--- config.mk ---
export PLATFORM = sky130hd
export DESIGN_NAME = reg_write_arbiter
export DESIGN_NICKNAME = d
export VERILOG_FILES = /design/src/rtl/reg_write_arbiter.sv
export SDC_FILE = /design/constraint.sdc
export NUM_CORES = 1
export LEC_CHECK = 0
export ABC_AREA = 1
export BUFFER_PORTS_ARGS = -buffer_cell sky130_fd_sc_hd__buf_2
export CAP_MARGIN = 20
export CORE_MARGIN = 2
export CORE_UTILIZATION = 40
export CTS_CLUSTER_DIAMETER = 40
export CTS_CLUSTER_SIZE = 20
export DETAILED_ROUTE_END_ITERATION = 8
export SETUP_SLACK_MARGIN = 0.4
export SYNTH_ARGS = -nofsm -noshare
export SYNTH_HDL_FRONTEND = slang
export SYNTH_SLANG_ARGS = --single-unit
--- constraint.sdc ---
create_clock -name clk -period 5.2 [get_ports clk]
set_input_delay 0.52 -clock clk [delete_from_list [all_inputs] [get_ports clk]]
set_output_delay 0.52 -clock clk [all_outputs]
set_load 0.005 [all_outputs]
--- src/rtl/reg_write_arbiter.sv ---
// RegFile write-port arbiter. WBU writes always win. Long-latency results wait in a
// small FIFO and drain into free slots, with a pending scoreboard and a starvation stall.
module reg_write_arbiter #(
  parameter int DEPTH  = 4,
  parameter int AW     = 2,
  parameter int STARVE = 8
) (
  input  logic          clk,
  input  logic          rst,
  input  logic          pipe_we,
  input  logic [4:0]    pipe_addr,
  input  logic [31:0]   pipe_data,
  input  logic          lu_valid,
  output logic          lu_ready,
  input  logic [4:0]    lu_addr,
  input  logic [31:0]   lu_data,
  input  logic          alloc_valid,
  input  logic [4:0]    alloc_addr,
  output logic          we,
  output logic [4:0]    wAddr,
  output logic [31:0]   wData,
  output logic [31:0]   pending,
  output logic          stall_req,
  output logic [AW:0]   q_count
);

  localparam int SW = $clog2(STARVE + 1);
  localparam logic [AW:0] DEPTH_W  = (AW+1)'(DEPTH);
  localparam logic [SW-1:0] STARVE_W = SW'(STARVE);

  logic [4:0]    fifo_addr [DEPTH];
  logic [31:0]   fifo_data [DEPTH];
  logic [AW-1:0] rd_ptr, wr_ptr;
  logic [SW-1:0] starve_cnt, starve_nxt;
  logic [AW:0]   count_nxt;
  logic [31:0]   pending_nxt;
  logic          push, pop, pipe_issue, fifo_nempty;

  // Credit comes only from registered occupancy; a same-cycle pop does not free a slot.
  assign lu_ready    = !rst && (q_count < DEPTH_W);
  assign fifo_nempty = (q_count != '0);
  assign push        = lu_valid && lu_ready && (lu_addr != 5'd0);
  assign pipe_issue  = pipe_we && (pipe_addr != 5'd0);
  assign pop         = !pipe_issue && fifo_nempty;

  always_comb begin
    count_nxt = q_count;
    if (push && !pop)
      count_nxt = q_count + 1'b1;
    else if (pop && !push)
      count_nxt = q_count - 1'b1;
  end

  always_comb begin
    starve_nxt = starve_cnt;
    if (!fifo_nempty || pop)
      starve_nxt = '0;
    else if (starve_cnt != STARVE_W)
      starve_nxt = starve_cnt + 1'b1;
  end

  // Allocation is applied after the pop clear so a same-cycle set wins.
  always_comb begin
    pending_nxt = pending;
    if (pop)
      pending_nxt[fifo_addr[rd_ptr]] = 1'b0;
    if (alloc_valid && (alloc_addr != 5'd0))
      pending_nxt[alloc_addr] = 1'b1;
  end

  always_ff @(posedge clk) begin
    if (push) begin
      fifo_addr[wr_ptr] <= lu_addr;
      fifo_data[wr_ptr] <= lu_data;
    end
  end

  always_ff @(posedge clk or posedge rst) begin
    if (rst) begin
      rd_ptr     <= '0;
      wr_ptr     <= '0;
      q_count    <= '0;
      starve_cnt <= '0;
      we         <= 1'b0;
      wAddr      <= 5'd0;
      wData      <= 32'd0;
      pending    <= 32'd0;
      stall_req  <= 1'b0;
    end else begin
      if (push)
        wr_ptr <= wr_ptr + 1'b1;
      if (pop)
        rd_ptr <= rd_ptr + 1'b1;
      q_count    <= count_nxt;
      starve_cnt <= starve_nxt;
      pending    <= pending_nxt;
      stall_req  <= (starve_nxt == STARVE_W) && (count_nxt != '0);
      if (pipe_issue) begin
        we    <= 1'b1;
        wAddr <= pipe_addr;
        wData <= pipe_data;
      end else if (pop) begin
        we    <= 1'b1;
        wAddr <= fifo_addr[rd_ptr];
        wData <= fifo_data[rd_ptr];
      end else begin
        we <= 1'b0;
      end
    end
  end

endmodule

# Word-level counts from Yosys, hierarchy flattened

Memories as Yosys holds them, arrays and structs flattened.
Cells that the tools add are included.

Output and inout bits: 75
RAM bits: 148
Input port bits: 84
Word-level logic and storage cells: 67
Memories kept: 2
Register bits after elaboration: 82

Memories:

| name      | depth | width | rd ports | clocked after memory_dff | write ports | line | source |
|---|---|---|---|---|---|---|---|
| fifo_data | 4     | 32    | 1        | 0                        | 1           | 32   | `logic [31:0] fifo_data [DEPTH];` |
| fifo_addr | 4     | 5     | 1        | 0                        | 1           | 31   | `logic [4:0] fifo_addr [DEPTH];` |

Bitwise logic cells: 3
Equality and inequality tests: 2
Reductions and logical operators: 23
Add/sub/neg operators: 5
Multiplexer cells: 18
$lt $le $gt $ge: 5

Operators by type and width:

| kind                                                               | number |
|---|---|
| two-way mux 32 bit                                                 | 4 |
| bitwise AND 32 bit                                                 | 1 |
| NOT 32 bit                                                         | 1 |
| bitwise OR 32 bit                                                  | 1 |
| nonzero test 5 bit                                                 | 3 |
| less-than comparator 5 x 6 -> 1 bit (second input constant)        | 2 |
| logical AND 1 bit                                                  | 11 |
| demux 1 bit (select 5 bit)                                         | 2 |
| greater-or-equal comparator 5 x 1 -> 1 bit (second input constant) | 2 |
| two-way mux 5 bit                                                  | 2 |
| two-way mux 4 bit                                                  | 2 |
| two-way mux 1 bit                                                  | 6 |
| two-way mux 3 bit                                                  | 2 |
| nonzero test 3 bit                                                 | 2 |
| zero test 1 bit                                                    | 5 |
| adder 2 x 1 -> 2 bit (second input constant)                       | 2 |
| adder 4 x 1 -> 4 bit (second input constant)                       | 1 |
| equality test 4 bit (second input constant)                        | 1 |
| inequality test 4 bit (second input constant)                      | 1 |
| adder 3 x 1 -> 3 bit (second input constant)                       | 1 |
| less-than comparator 3 bit (second input constant)                 | 1 |
| subtractor 3 x 1 -> 3 bit (second input constant)                  | 1 |
| nonzero test 2 bit                                                 | 1 |
| logical OR 1 bit                                                   | 1 |

# Depth between registers and ports, before layout

Gate-level depths: netlist (run 1).

Word-level depth: 10
Mapped depth: 10
Gate-level depth less buffers: 10

# Least setup slack after synthesis (run 1)

Ideal clock, no wire load.

Path kind: flip-flop to flip-flop
From: register q_count[2]
To: memory fifo_addr[0][0], enable pin
Data required time: 4.769 ns
Stages on the path, launching flop included: 5
Clock period less this slack: 2.843 ns
Data arrival time: 2.412 ns
Path slack: 2.357 ns
Path through: dfrtp_1 -> buf_6 -> nor3b_2 -> nand2_2 -> nor2_1

Cells in the longest elaborated chain, start to end: 6

RTL lines:

| what                                    | line | source |
|---|---|---|
| from (decl)                             | 24   | `output logic [AW:0] q_count` |
| from (signal assigned)                  | 94   | `q_count <= count_nxt;` |
| less-than comparator 3 bit              | 40   | `assign lu_ready = !rst && (q_count < DEPTH_W);` |
| logical AND 1 bit                       | 40   |  |
| logical AND 1 bit (2 in a row)          | 42   | `assign push = lu_valid && lu_ready && (lu_addr != 5'd0);` |
| two-way mux 1 bit                       | 72   | `if (push) begin` |
| two-way mux 1 bit (not written as such) | 73   | `fifo_addr[wr_ptr] <= lu_addr;` |
| to (decl)                               | 31   |  |

Every way passes these cells.

# Final worst setup path (run 1)

From: register rd_ptr[0]
To: register pending[0]

Cells in the longest elaborated chain, start to end: 10
Elaborated cells on any way between the ends: 11

RTL lines:

| what                                                                                                                           | line | source |
|---|---|---|
| from (decl)                                                                                                                    | 33   | `logic [AW-1:0] rd_ptr, wr_ptr;` |
| from (signal assigned)                                                                                                         | 93   | `rd_ptr <= rd_ptr + 1'b1;` |
| memory read (4 x 5 bit) (*)                                                                                                    | --   |  |
| less-than comparator 5 x 6 -> 1 bit (not written as such) / greater-or-equal comparator 5 x 1 -> 1 bit (equally long branches) | 66   | `pending_nxt[fifo_addr[rd_ptr]] = 1'b0;` |
| logical AND 1 bit (not written as such)                                                                                        | 66   |  |
| two-way mux 1 bit (not written as such)                                                                                        | 66   |  |
| demux 1 bit (select 5 bit) (*)                                                                                                 | 66   |  |
| NOT 32 bit (no line) (*)                                                                                                       | --   |  |
| bitwise AND 32 bit (no line) (*)                                                                                               | --   |  |
| two-way mux 32 bit (*)                                                                                                         | 65   | `if (pop)` |
| bitwise OR 32 bit (no line)                                                                                                    | --   |  |
| two-way mux 32 bit (*)                                                                                                         | 67   | `if (alloc_valid && (alloc_addr != 5'd0))` |
| via pending_nxt[0]                                                                                                             | 36   | `logic [31:0] pending_nxt;` |
| to (signal assigned)                                                                                                           | 96   | `pending <= pending_nxt;` |
| to (decl)                                                                                                                      | 22   | `output logic [31:0] pending,` |

The timed path passes the listed nets; every way through them passes the cells marked *.
A chain may end at the register's enable or synchronous reset.

==> results by group, run 1 <==
Status
  – Outcome: complete, no violations

Worst setup path
  – Worst-path cell chain: buf_4 -> inv_2 -> buf_4 -> nand2_1 -> nand3_1 -> nand2_1 -> inv_2 -> nor2_1 -> inv_2 -> o21a_1
  – CP Data Arrival Time: 3.17 ns
  – CP max-delay cell: buf_4
  – CP max stage delay: 0.61 ns
  – CP Data Required Time: 5.58 ns
  – Buf+Inv Stages, Crit Path: 5
  – Crit end category: flop
  – Startpoint Class: flop
  – CP max FO: 77
  – WS Path Type: flop to flop
  – CP most frequent cell: inv_2
  – Largest delay share family, worst path: buffers and inverters

Synth
  – Syn Nets: 922
  – Post-synth top area share: 47.5%
  – Mapped Area: 0.00936 mm²
  – Post-synthesis adder-cell area fraction: 1.20%
  – Seq cells post-synth: 230
  – Post-synthesis compound-gate area fraction: 11.6%
  – Largest family of logic cells by synthesized area: simple AND/OR/NAND/NOR gates
  – XOR/XNOR Fraction of Synth Area: 0.468%
  – Synth Warn #: 0
  – Mapped Cells: 829
  – FFs w/ async S/R, synth: 35.7%
  – Yosys cell types: 33
  – Top_reg_cell synth: edfxtp_1
  – Mux share of post-synthesis cell area: 0%
  – Register area share after synthesis: 69.4%
  – Synth area leaders: edfxtp_1 47%, dfrtp_1 22%, nand2_1 5.7%
  – Post-synth top area cell: edfxtp_1
  – Synth Area in Simple Gates: 13.8%
  – Number of synthesized flops with an enable pin: 148
  – Synthesized area per cell: 11.3 µm²

Pwr
  – Net load switching power: 2280 µW
  – Pwr dens: 574 mW/mm²
  – Max VDD drop: 0.000255 V
  – Combinational share of power: 27.0%
  – Fraction of power spent switching nets: 34.2%
  – Sequential power share: 39.1%
  – Leakage: 0.00474 µW
  – Clk network pwr share: 33.9%
  – Internal: 4390 µW

Floorplan
  – Core Area: 0.0228 mm²
  – Die width: 157 µm
  – Die area: 0.0246 mm²
  – Row count: 55
  – Die H: 157 µm
  – I/O pin total: 159
  – Starting Density: 41.1%

GRT
  – Antenna violations before repair: 3
  – GR Util met1: 25.3%
  – Total track usage: 19.0%
  – Vias in the first global route: 6566
  – Grt total ovfl: 0
  – Busiest grt layer: met2
  – GR Layer Usage met3: 3.63%
  – First-pass GRT wire length: 35.9 mm
  – Largest net degree at the start of global routing: 78
  – Met2 Use GR: 30.9%

Placed design
  – Post-DP HPWL: 14.2 mm
  – RePlAce Congestion: 0.774
  – Buffers added on ports: 158

CTS
  – Setup repair bufs after CTS: 0
  – CTS tree: built
  – H-tree depth: 2
  – CTS hold repair buffers: 0
  – CTS buffer count: 35
  – CTS clk-pin slew, worst paths: 0.05 ns
  – CTS Buffer Depth: 3
  – CTS Sinks: 230
  – PostCTS Resize Cnt: 0
  – Clock root cell: clkbuf_16
  – Worst skew pair latency: 0.52 ns

Cells and area
  – Fill cells: 2005
  – Finished Core Util: 51.0%
  – Fin nets: 1090
  – Commonest non-fill, non-tap cell in the layout: buf_2
  – P&R area growth vs syn: 24.0%
  – Most frequent cells in the layout: 158 x buf_2, 148 x edfxtp_1, 143 x nand2_1, 110 x nor2_1, 80 x dfrtp_1
  – Layout cells sized above 1: 25.3%
  – Multi-input logic area: 0.00256 mm²
  – Register Area: 0.00650 mm²

Job
  – Max-cap violations: 0

Worst hold path
  – HP Class: input port to asynchronous set/reset pin

Detailed routing
  – Vias: 6784
  – DRC: 0
  – First-pass DRT Iterations: 5
  – Via density: 5.06
  – 1st-iter DRT viols: 453
  – DRT antenna net count: 0
  – DR WL/cell: 17.4 µm
  – Routed wire length: 23.3 mm

STA
  – Final hold violation count: 0
  – Max Clock Freq: 0.359 GHz
  – Period minus WS final: 2.79 ns
  – Fin Setup TNS: 0 ns
  – RSZ-0062 raised after global routing: no
  – Slew Limit Fails: 0
  – Actual slew at the worst max-slew pin: 1.04 ns
  – Max_slew headroom: 30.1%
  – Period utilization: 53.6%
  – Final clock skew: 0.0288 ns
  – Setup Viol. Count Final: 0
## worst paths after layout
| path | start | endpoint | slack, ns | cells past startpoint |
|---|---|---|---|---|
| min in group clk | lu_data[14] | fifo_data[3][14] | 0.22 | 1 |
| max reg2reg | rd_ptr[0] | pending[0] | 2.41 | 10 |
| min reg2reg | pending[2] | pending[2] | 0.47 | 2 |
| max in group asynchronous | rst | rd_ptr[0] | 4.08 | 3 |
| max | rd_ptr[0] | pending[0] | 2.41 | 10 |
| min | rst | stall_req | 0.08 | 2 |
## layout make-up
type / instances / area share (%)
Clock buffer: 40 / 7.97
Tap cell: 313 / 3.37
Multi-Input combinational cell: 527 / 22.1
Inverter: 35 / 1.17
Sequential cell: 230 / 56.0
Antenna cell: 3 / 0.0647
Clock inverter: 24 / 1.90
Timing Repair Buffer: 168 / 7.46
## worst register-to-register path, stage by stage, from the launching register on
cell     delay, ns
dfrtp_2       0.33
buf_4         0.61
inv_2         0.33
buf_4         0.41
nand2_1       0.13
nand3_1       0.07
nand2_1       0.29
inv_2         0.10
nor2_1        0.14
inv_2         0.07
o21a_1        0.18
## power groups by stage
| stage | clock (µW) | sequential, µW | combinational, µW |
|---|---|---|---|
| global placement | 0 | 2640 | 1780 |
| global route | 2370 | 2650 | 2040 |
| finish | 2260 | 2600 | 1800 |
| CTS | 2300 | 2610 | 1820 |
| detailed placement | 0 | 2630 | 1810 |
| floorplan | 0 | 2570 | 1170 |
## cells in the mapped netlist, types with 6 or more instances
master	count
clkbuf_1	15
nor3_1	12
o21ai_0	66
nor2_1	114
dfrtp_1	82
buf_4	6
o21ai_1	31
ha_1	9
inv_1	28
buf_2	11
edfxtp_1	148
a21oi_1	69
inv_2	6
nand2_1	143
nand3_1	18
o22ai_1	32
nand2_2	9
## layer usage
metal,share of wire (%),wire length (µm),vias up
li1,-,-,3248
met1,45,10400,3271
met2,47,10900,219
met3,6.0,1390,44
met4,2.2,520,2
met5,0.056,13,-
## metrics by stage
| stage | cell area, µm² | setup slack, ns | power, µW | instances | hold slack [ns] |
|---|---|---|---|---|---|
| CTS | 11600 | 2.36 | 6720 | 1336 | 0.0893 |
| floorplan | 9360 | 2.36 | 3730 | 829 | 0.471 |
| finish | 11600 | 2.41 | 6660 | 1340 | 0.0797 |
| global route | 11600 | 2.10 | 7050 | 1338 | 0.115 |
| detailed placement | 10400 | 2.05 | 4440 | 1272 | 0.469 |
| global placement | 10400 | 2.15 | 4410 | 1272 | 0.460 |
## cell families (layout without fill, tap and decap cells)
| group | count (synthesis) | count (layout) |
|---|---|---|
| buffers and inverters | 72 | 267 |
| flip-flops | 230 | 230 |
| adder cells (fa/ha/maj) | 9 | 9 |
| AND/OR/NAND/NOR | 308 | 308 |
| AO/OA/AOI/OAI | 205 | 205 |
| XOR/XNOR | 5 | 5 |
| other | 0 | 3 |
## flip-flops by register name, indices dropped and copies added (netlist names)
name / count
rd_ptr: 2
fifo_data: 128
q_count: 3
wr_ptr: 2
wData: 32
stall_req: 1
starve_cnt: 4
fifo_addr: 20
pending: 32
wAddr: 5
we: 1
Power figures use the tool's default switching activity.
==> run 2, diff against run 1 <==
==> constraint.sdc (replaced) <==
create_clock -name clk -period 2.8 [get_ports clk]
set_input_delay 0.28 -clock clk [delete_from_list [all_inputs] [get_ports clk]]
set_output_delay 0.28 -clock clk [all_outputs]
set_load 0.005 [all_outputs]
==> run 2 against run 1 <==
- sequential power is 83% higher
- wire length grew 1.2%
- die area did not move
- worst setup slack got worse by 1.6 ns
- critical path depth is 3 lower
- clock skew fell by 0.011 ns
- first-iteration DRC count is 28% lower
- maximum frequency up 38%
- cell count increased by 5.5%
- critical endpoint is now wData[26]
==> results by group, run 2 (same netlist as run 1, synthesis figures left out) <==
Floorplan
  – Core Area: 0.0228 mm² (unchanged)
  – I/O pin total: 159 (unchanged)
  – Die area: 0.0246 mm² (unchanged)
  – Starting Density: 41.1% (unchanged)
  – Die H: 157 µm (unchanged)
  – Die width: 157 µm (unchanged)
  – Row count: 55 (unchanged)

Cells and area
  – Top reg by flops: fifo_data (unchanged)
  – Top flop regs: fifo_data (128), pending (32), wData (32) (unchanged)
  – Most frequent cells in the layout: 158 x buf_2, 148 x edfxtp_1, 143 x nand2_1, 110 x nor2_1, 80 x dfrtp_1 (unchanged)
  – # diodes: 0 (was 3)
  – Layout cells sized above 1: 24.3% (was 25.3%)
  – P&R area growth vs syn: 32.1% (was 24.0%)
  – Commonest non-fill, non-tap cell in the layout: buf_2 (unchanged)
  – Fin nets: 1170 (was 1090)
  – Final instance area: 0.0124 mm² (was 0.0116 mm²)
  – Number of flip-flops in the largest register: 128 (unchanged)

Worst setup path
  – Startpoint Class: flop (unchanged)
  – CP max FO: 22 (was 77)
  – CP Data Arrival Time: 2.49 ns (was 3.17 ns)
  – RR Startpoint: q_count[0] (was rd_ptr[0])
  – CP max-delay cell: nor2_4 (was buf_4)
  – CP most frequent cell: a21oi_1 (was inv_2)
  – Setup crit start: q_count[0] (was rd_ptr[0])
  – CP Data Required Time: 3.27 ns (was 5.58 ns)
  – WS Path Type: flop to flop (unchanged)
  – CP max stage delay: 0.46 ns (was 0.61 ns)
  – Worst-path cell chain: inv_1 -> ha_1 -> nand2_2 -> nor2_4 -> buf_4 -> a21oi_1 -> a21oi_1 (was buf_4 -> inv_2 -> buf_4 -> nand2_1 -> nand3_1 -> nand2_1 -> inv_2 -> nor2_1 -> inv_2 -> o21a_1)
  – R2R cell count: 7 (was 10)
  – Crit end category: flop (unchanged)

CTS
  – CTS Sinks: 230 (unchanged)
  – H-tree depth: 1 (was 2)
  – Worst skew pair latency: 0.55 ns (was 0.52 ns)
  – CTS tree: built (unchanged)
  – CTS Buffer Depth: 3 (unchanged)
  – CTS clk-pin slew, worst paths: 0.06 ns (was 0.05 ns)
  – CTS buffer count: 31 (was 35)
  – Clock root cell: clkbuf_16 (unchanged)
  – Setup repair bufs after CTS: 0 (unchanged)

Detailed routing
  – Via density: 4.93 (was 5.06)
  – Vias: 6965 (was 6784)
  – DRC: 0 (unchanged)
  – DRT antenna net count: 0 (unchanged)
  – 1st-iter DRT viols: 326 (was 453)
  – First-pass DRT Iterations: 5 (unchanged)
  – DR WL/cell: 16.7 µm (was 17.4 µm)
  – Routed wire length: 23.6 mm (was 23.3 mm)

Worst hold path
  – Worst hold stages: 3
  – HP Class: input port to flop (was input port to asynchronous set/reset pin)
  – Hold path start: pipe_data[12]

STA
  – Max_slew headroom: 33.9% (was 30.1%)
  – Period minus WS final: 2.02 ns (was 2.79 ns)
  – Final clock skew: 0.0181 ns (was 0.0288 ns)
  – Final hold violation count: 0 (unchanged)
  – Hold WS: 0.0105 ns (was 0.0797 ns)
  – Max Clock Freq: 0.495 GHz (was 0.359 GHz)
  – Setup Viol. Count Final: 0 (unchanged)
  – Fin Setup TNS: 0 ns (unchanged)
  – Actual slew at the worst max-slew pin: 0.984 ns (was 1.04 ns)
  – Slew Limit Fails: 0 (unchanged)
  – RSZ-0062 raised after global routing: no (unchanged)
  – Period utilization: 72.1% (was 53.6%)

Pwr
  – Pwr dens: 987 mW/mm² (was 574 mW/mm²)
  – Final total power: 12200 µW (was 6660 µW)
  – Max VDD drop: 0.000496 V (was 0.000255 V)
  – Leakage: 0.00506 µW (was 0.00474 µW)

Job
  – Max-cap violations: 0 (unchanged)

Placed design
  – Buffers added on ports: 158 (unchanged)
  – Post-DP HPWL: 14.8 mm (was 14.2 mm)
  – RePlAce Congestion: 0.768 (was 0.774)
  – Area of placed instances: 0.0106 mm² (was 0.0104 mm²)

GRT
  – Grt total ovfl: 0 (unchanged)
  – Vias in the first global route: 6870 (was 6566)
  – Antenna violations before repair: 0 (was 3)
  – Total track usage: 19.3% (was 19.0%)
  – First-pass GRT wire length: 36.8 mm (was 35.9 mm)
  – Largest net degree at the start of global routing: 42 (was 78)

Status
  – Outcome: complete, no violations (unchanged)
[run 2: changes by cell type in the layout (fill, tap and decap cells not counted), moves of 4 or more]
cell           previous run  this run
buf_12                    0         4
clkinv_1                  6         0
clkbuf_16                36        31
buf_4                     9        17
dlygate4sd3_1             0        73
[run 2: cell type report]
type	instances	area [µm²]
fill	1979	10400
sequential	230	6500
multi-input combinational	527	2560
timing repair buffer	252	1730
clock buffer	39	836
tap	313	392
clock inverter	18	208
inverter	35	136
[run 2: path summary, 6_finish.rpt]
check,slack [ns],to
setup / recovery,0.78,wData[26]
hold / removal,0.01,wData[12]
setup reg to reg,0.78,wData[26]
hold reg to reg,0.48,pending[22]
max in group asynchronous,1.67,pending[28]
min in group asynchronous,0.39,wData[23]
[run 2: report_power, final]
part	switching [µW]	total (µW)	internal (µW)
combinational	2210	3530	1320
sequential	420	4770	4350
clock	1490	3900	2410
[run 2: worst max-delay path: cells and delay by family, from the launching register on]
| kind | cells | cell delay (ns) |
|---|---|---|
| compound gates | 2 | 0.25 |
| fa+ha+maj | 1 | 0.17 |
| buf+inv | 2 | 0.51 |
| flops | 1 | 0.41 |
| simple gates | 2 | 0.59 |
[run 2: repair_timing]
item                                   CTS  global route
endpoints found under the hold margin  220             0
hold buffers                            73             0
setup endpoints to repair                0             0
gates resized for setup                  0             0
[run 2: metal layers]
layer / vias to the layer above / GRT usage [%] / share of wire, %
met5: - / 0 / 0
met4: 0 / 5.72 / 2.4
met3: 38 / 3.30 / 5.2
met2: 200 / 33.3 / 49
met1: 3327 / 24.9 / 44
li1: 3400 / - / -
[run 2: stage by stage]
| stage | util [%] | setup slack, ns | instances |
|---|---|---|---|
| detailed placement | 46.5 | 0.782 | 1284 |
| global placement | 46.5 | 0.841 | 1284 |
| finish | 54.3 | 0.782 | 1414 |
| CTS | 54.3 | 0.789 | 1414 |
| floorplan | - | -0.0430 | 829 |
| global route | 54.3 | 0.629 | 1414 |
==> run 3, diff against run 2 <==
==> constraint.sdc (replaced) <==
create_clock -name clk -period 1.72 [get_ports clk]
set_input_delay 0.172 -clock clk [delete_from_list [all_inputs] [get_ports clk]]
set_output_delay 0.172 -clock clk [all_outputs]
set_load 0.005 [all_outputs]
==> run 3 against run 2 <==
- cell count is 5.1% higher
- clock power is 66% higher
- sequential power is 63% higher
- flip-flop and latch count stayed put
- worst setup slack worse by 0.69 ns
- global-route usage is 0.50 points higher
- critical path depth is 2 higher
- count of clock-buffer cells in the layout is 7 lower
- maximum frequency is 24% higher
- non-clock buffer count is 69 higher
==> results by group, run 3 (same netlist as run 1, synthesis figures left out) <==
Floorplan
  – Die area: 0.0246 mm² (unchanged)
  – Core Area: 0.0228 mm² (unchanged)
  – Die width: 157 µm (unchanged)
  – I/O pin total: 159 (unchanged)
  – Starting Density: 41.1% (unchanged)
  – Row count: 55 (unchanged)
  – Die H: 157 µm (unchanged)

Status
  – Outcome: complete, no violations (unchanged)

Placed design
  – Placed cell count: 1299 (was 1284)
  – Post-DP HPWL: 14.8 mm (about the same)
  – RePlAce Congestion: 0.776 (was 0.768)
  – Buffers added on ports: 158 (unchanged)

Detailed routing
  – Vias: 7454 (was 6965)
  – Via density: 5.02 (was 4.93)
  – DR WL/cell: 18.0 µm (was 16.7 µm)
  – DRT antenna net count: 0 (unchanged)
  – Routed wire length: 26.8 mm (was 23.6 mm)
  – 1st-iter DRT viols: 497 (was 326)
  – DRC: 0 (unchanged)
  – First-pass DRT Iterations: 5 (unchanged)

STA
  – Max Clock Freq: 0.613 GHz (was 0.495 GHz)
  – Slew Limit Fails: 0 (unchanged)
  – Final hold violation count: 0 (unchanged)
  – Final clock skew: 0.0178 ns (was 0.0181 ns)
  – RSZ-0062 raised after global routing: yes (was no)
  – Actual slew at the worst max-slew pin: 0.557 ns (was 0.984 ns)
  – Max_slew headroom: 62.6% (was 33.9%)
  – Period utilization: 94.8% (was 72.1%)
  – Setup Viol. Count Final: 0 (unchanged)
  – Period minus WS final: 1.63 ns (was 2.02 ns)
  – Hold WS: 0.0579 ns (was 0.0105 ns)

Cells and area
  – Finished Core Util: 61.7% (was 54.3%)
  – Layout cells sized above 1: 35.8% (was 24.3%)
  – Top flop regs: fifo_data (128), pending (32), wData (32) (unchanged)
  – Fin cells: 1486 (was 1414)
  – Fin nets: 1240 (was 1170)
  – Commonest non-fill, non-tap cell in the layout: buf_2 (unchanged)
  – Most frequent cells in the layout: 157 x buf_2, 148 x edfxtp_1, 118 x nand2_1, 103 x nor2_1 (was 158 x buf_2, 148 x edfxtp_1, 143 x nand2_1, 110 x nor2_1, 80 x dfrtp_1)
  – P&R area growth vs syn: 50.2% (was 32.1%)
  – Top reg by flops: fifo_data (unchanged)
  – Number of flip-flops in the largest register: 128 (unchanged)

GRT
  – Grt total ovfl: 0 (unchanged)
  – Largest net degree at the start of global routing: 83 (was 42)
  – Vias in the first global route: 7187 (was 6870)
  – Total track usage: 19.8% (was 19.3%)
  – Antenna violations before repair: 1 (was 0)
  – First-pass GRT wire length: 38.0 mm (was 36.8 mm)

CTS
  – Worst skew pair latency: 0.55 ns (about the same)
  – CTS buffer count: 31 (unchanged)
  – CTS tree: built (unchanged)
  – CTS Sinks: 230 (unchanged)
  – Clock root cell: clkbuf_16 (unchanged)
  – CTS Buffer Depth: 3 (unchanged)
  – H-tree depth: 1 (unchanged)
  – CTS clk-pin slew, worst paths: 0.06 ns (about the same)

Job
  – Max-cap violations: 0 (unchanged)

Worst hold path
  – Hold path start: alloc_addr[0] (was pipe_data[12])
  – HP Class: input port to flop (unchanged)
  – Hold Path End: pending[4] (was wData[12])
  – Worst hold stages: 5 (was 3)

Pwr
  – Final total power: 23400 µW (was 12200 µW)
  – Pwr dens: 1670 mW/mm² (was 987 mW/mm²)
  – Leakage: 0.00577 µW (was 0.00506 µW)
  – Max VDD drop: 0.000898 V (was 0.000496 V)

Worst setup path
  – R2R cell count: 9 (was 7)
  – WS Path Type: flop to flop (unchanged)
  – Crit end category: flop (unchanged)
  – Startpoint Class: flop (unchanged)
  – Worst reg2reg path endpoint: pending[3] (was wData[26])
  – CP Data Required Time: 2.15 ns (was 3.27 ns)
  – RR Startpoint: rd_ptr[0] (was q_count[0])
  – CP max FO: 8 (was 22)
  – Reg2Reg Setup Slack: 0.09 ns (was 0.78 ns)
  – CP Data Arrival Time: 2.06 ns (was 2.49 ns)
run 3: repair_timing:
| item | 4_1_cts | 5_1_grt |
|---|---|---|
| endpoints found under the setup margin | 226 | 229 |
| hold buffers | 80 | 0 |
| pin swaps | 8 | 49 |
| gates resized for setup | 38 | 155 |
| endpoints found under the hold margin | 294 | 0 |
| cloned | 3 | 11 |
| buffers inserted | 14 | 20 |
run 3: power breakdown:
| group | internal, µW | total, µW | switching [µW] |
|---|---|---|---|
| combinational | 4090 | 9210 | 5110 |
| clock | 3850 | 6460 | 2610 |
| sequential | 7090 | 7770 | 678 |
| total | 15000 | 23400 | 8400 |
run 3: final cells by class:
type	count	area, µm²
tap	313	392
sequential	230	6500
timing repair inverter	1	11.3
clock buffer	32	779
multi-input combinational	527	3150
timing repair buffer	321	2780
inverter	35	163
fill	1698	8720
clock inverter	26	287
antenna	1	2.50
run 3: metrics by stage:
step | setup slack (ns) | TNS, ns | area (µm²)
floorplan | -0.527 | -63.28 | 9460
global placement | 0.00600 | 0 | 10900
detailed placement | -0.0167 | -0.104 | 10900
CTS | 0.142 | 0 | 13000
global route | 0.0333 | 0 | 14100
finish | 0.0886 | 0 | 14100
run 3: worst max path at each step:
stage,depth (start not counted),to,from
6_report,9,pending[3],rd_ptr[0]
5_1_grt,9,pending[3],rd_ptr[0]
4_1_cts,9,pending[3],rd_ptr[0]
3_5_place_dp,10,wData[13],pipe_addr[2]
3_3_place_gp,10,wData[18],pipe_addr[2]
2_1_floorplan,4,fifo_addr[1][0],q_count[2]
run 3: critical path, stage by stage (launching register included):
cell	delay, ns
dfrtp_2	0.44
buf_6	0.15
clkinv_8	0.08
nand2_4	0.05
nand3_4	0.06
nand2_4	0.07
nor2_4	0.19
nand3_4	0.19
o21ai_1	0.18
nand2_1	0.07
run 3: per-layer routing:
layer	part of all wire, %	vias up	track usage [%]	wire, µm
met5	0	-	0	0
met4	1.4	0	4.63	382
met3	6.1	29	3.25	1620
met2	50	251	34.4	13300
met1	43	3612	26.0	11500
li1	-	3562	-	-
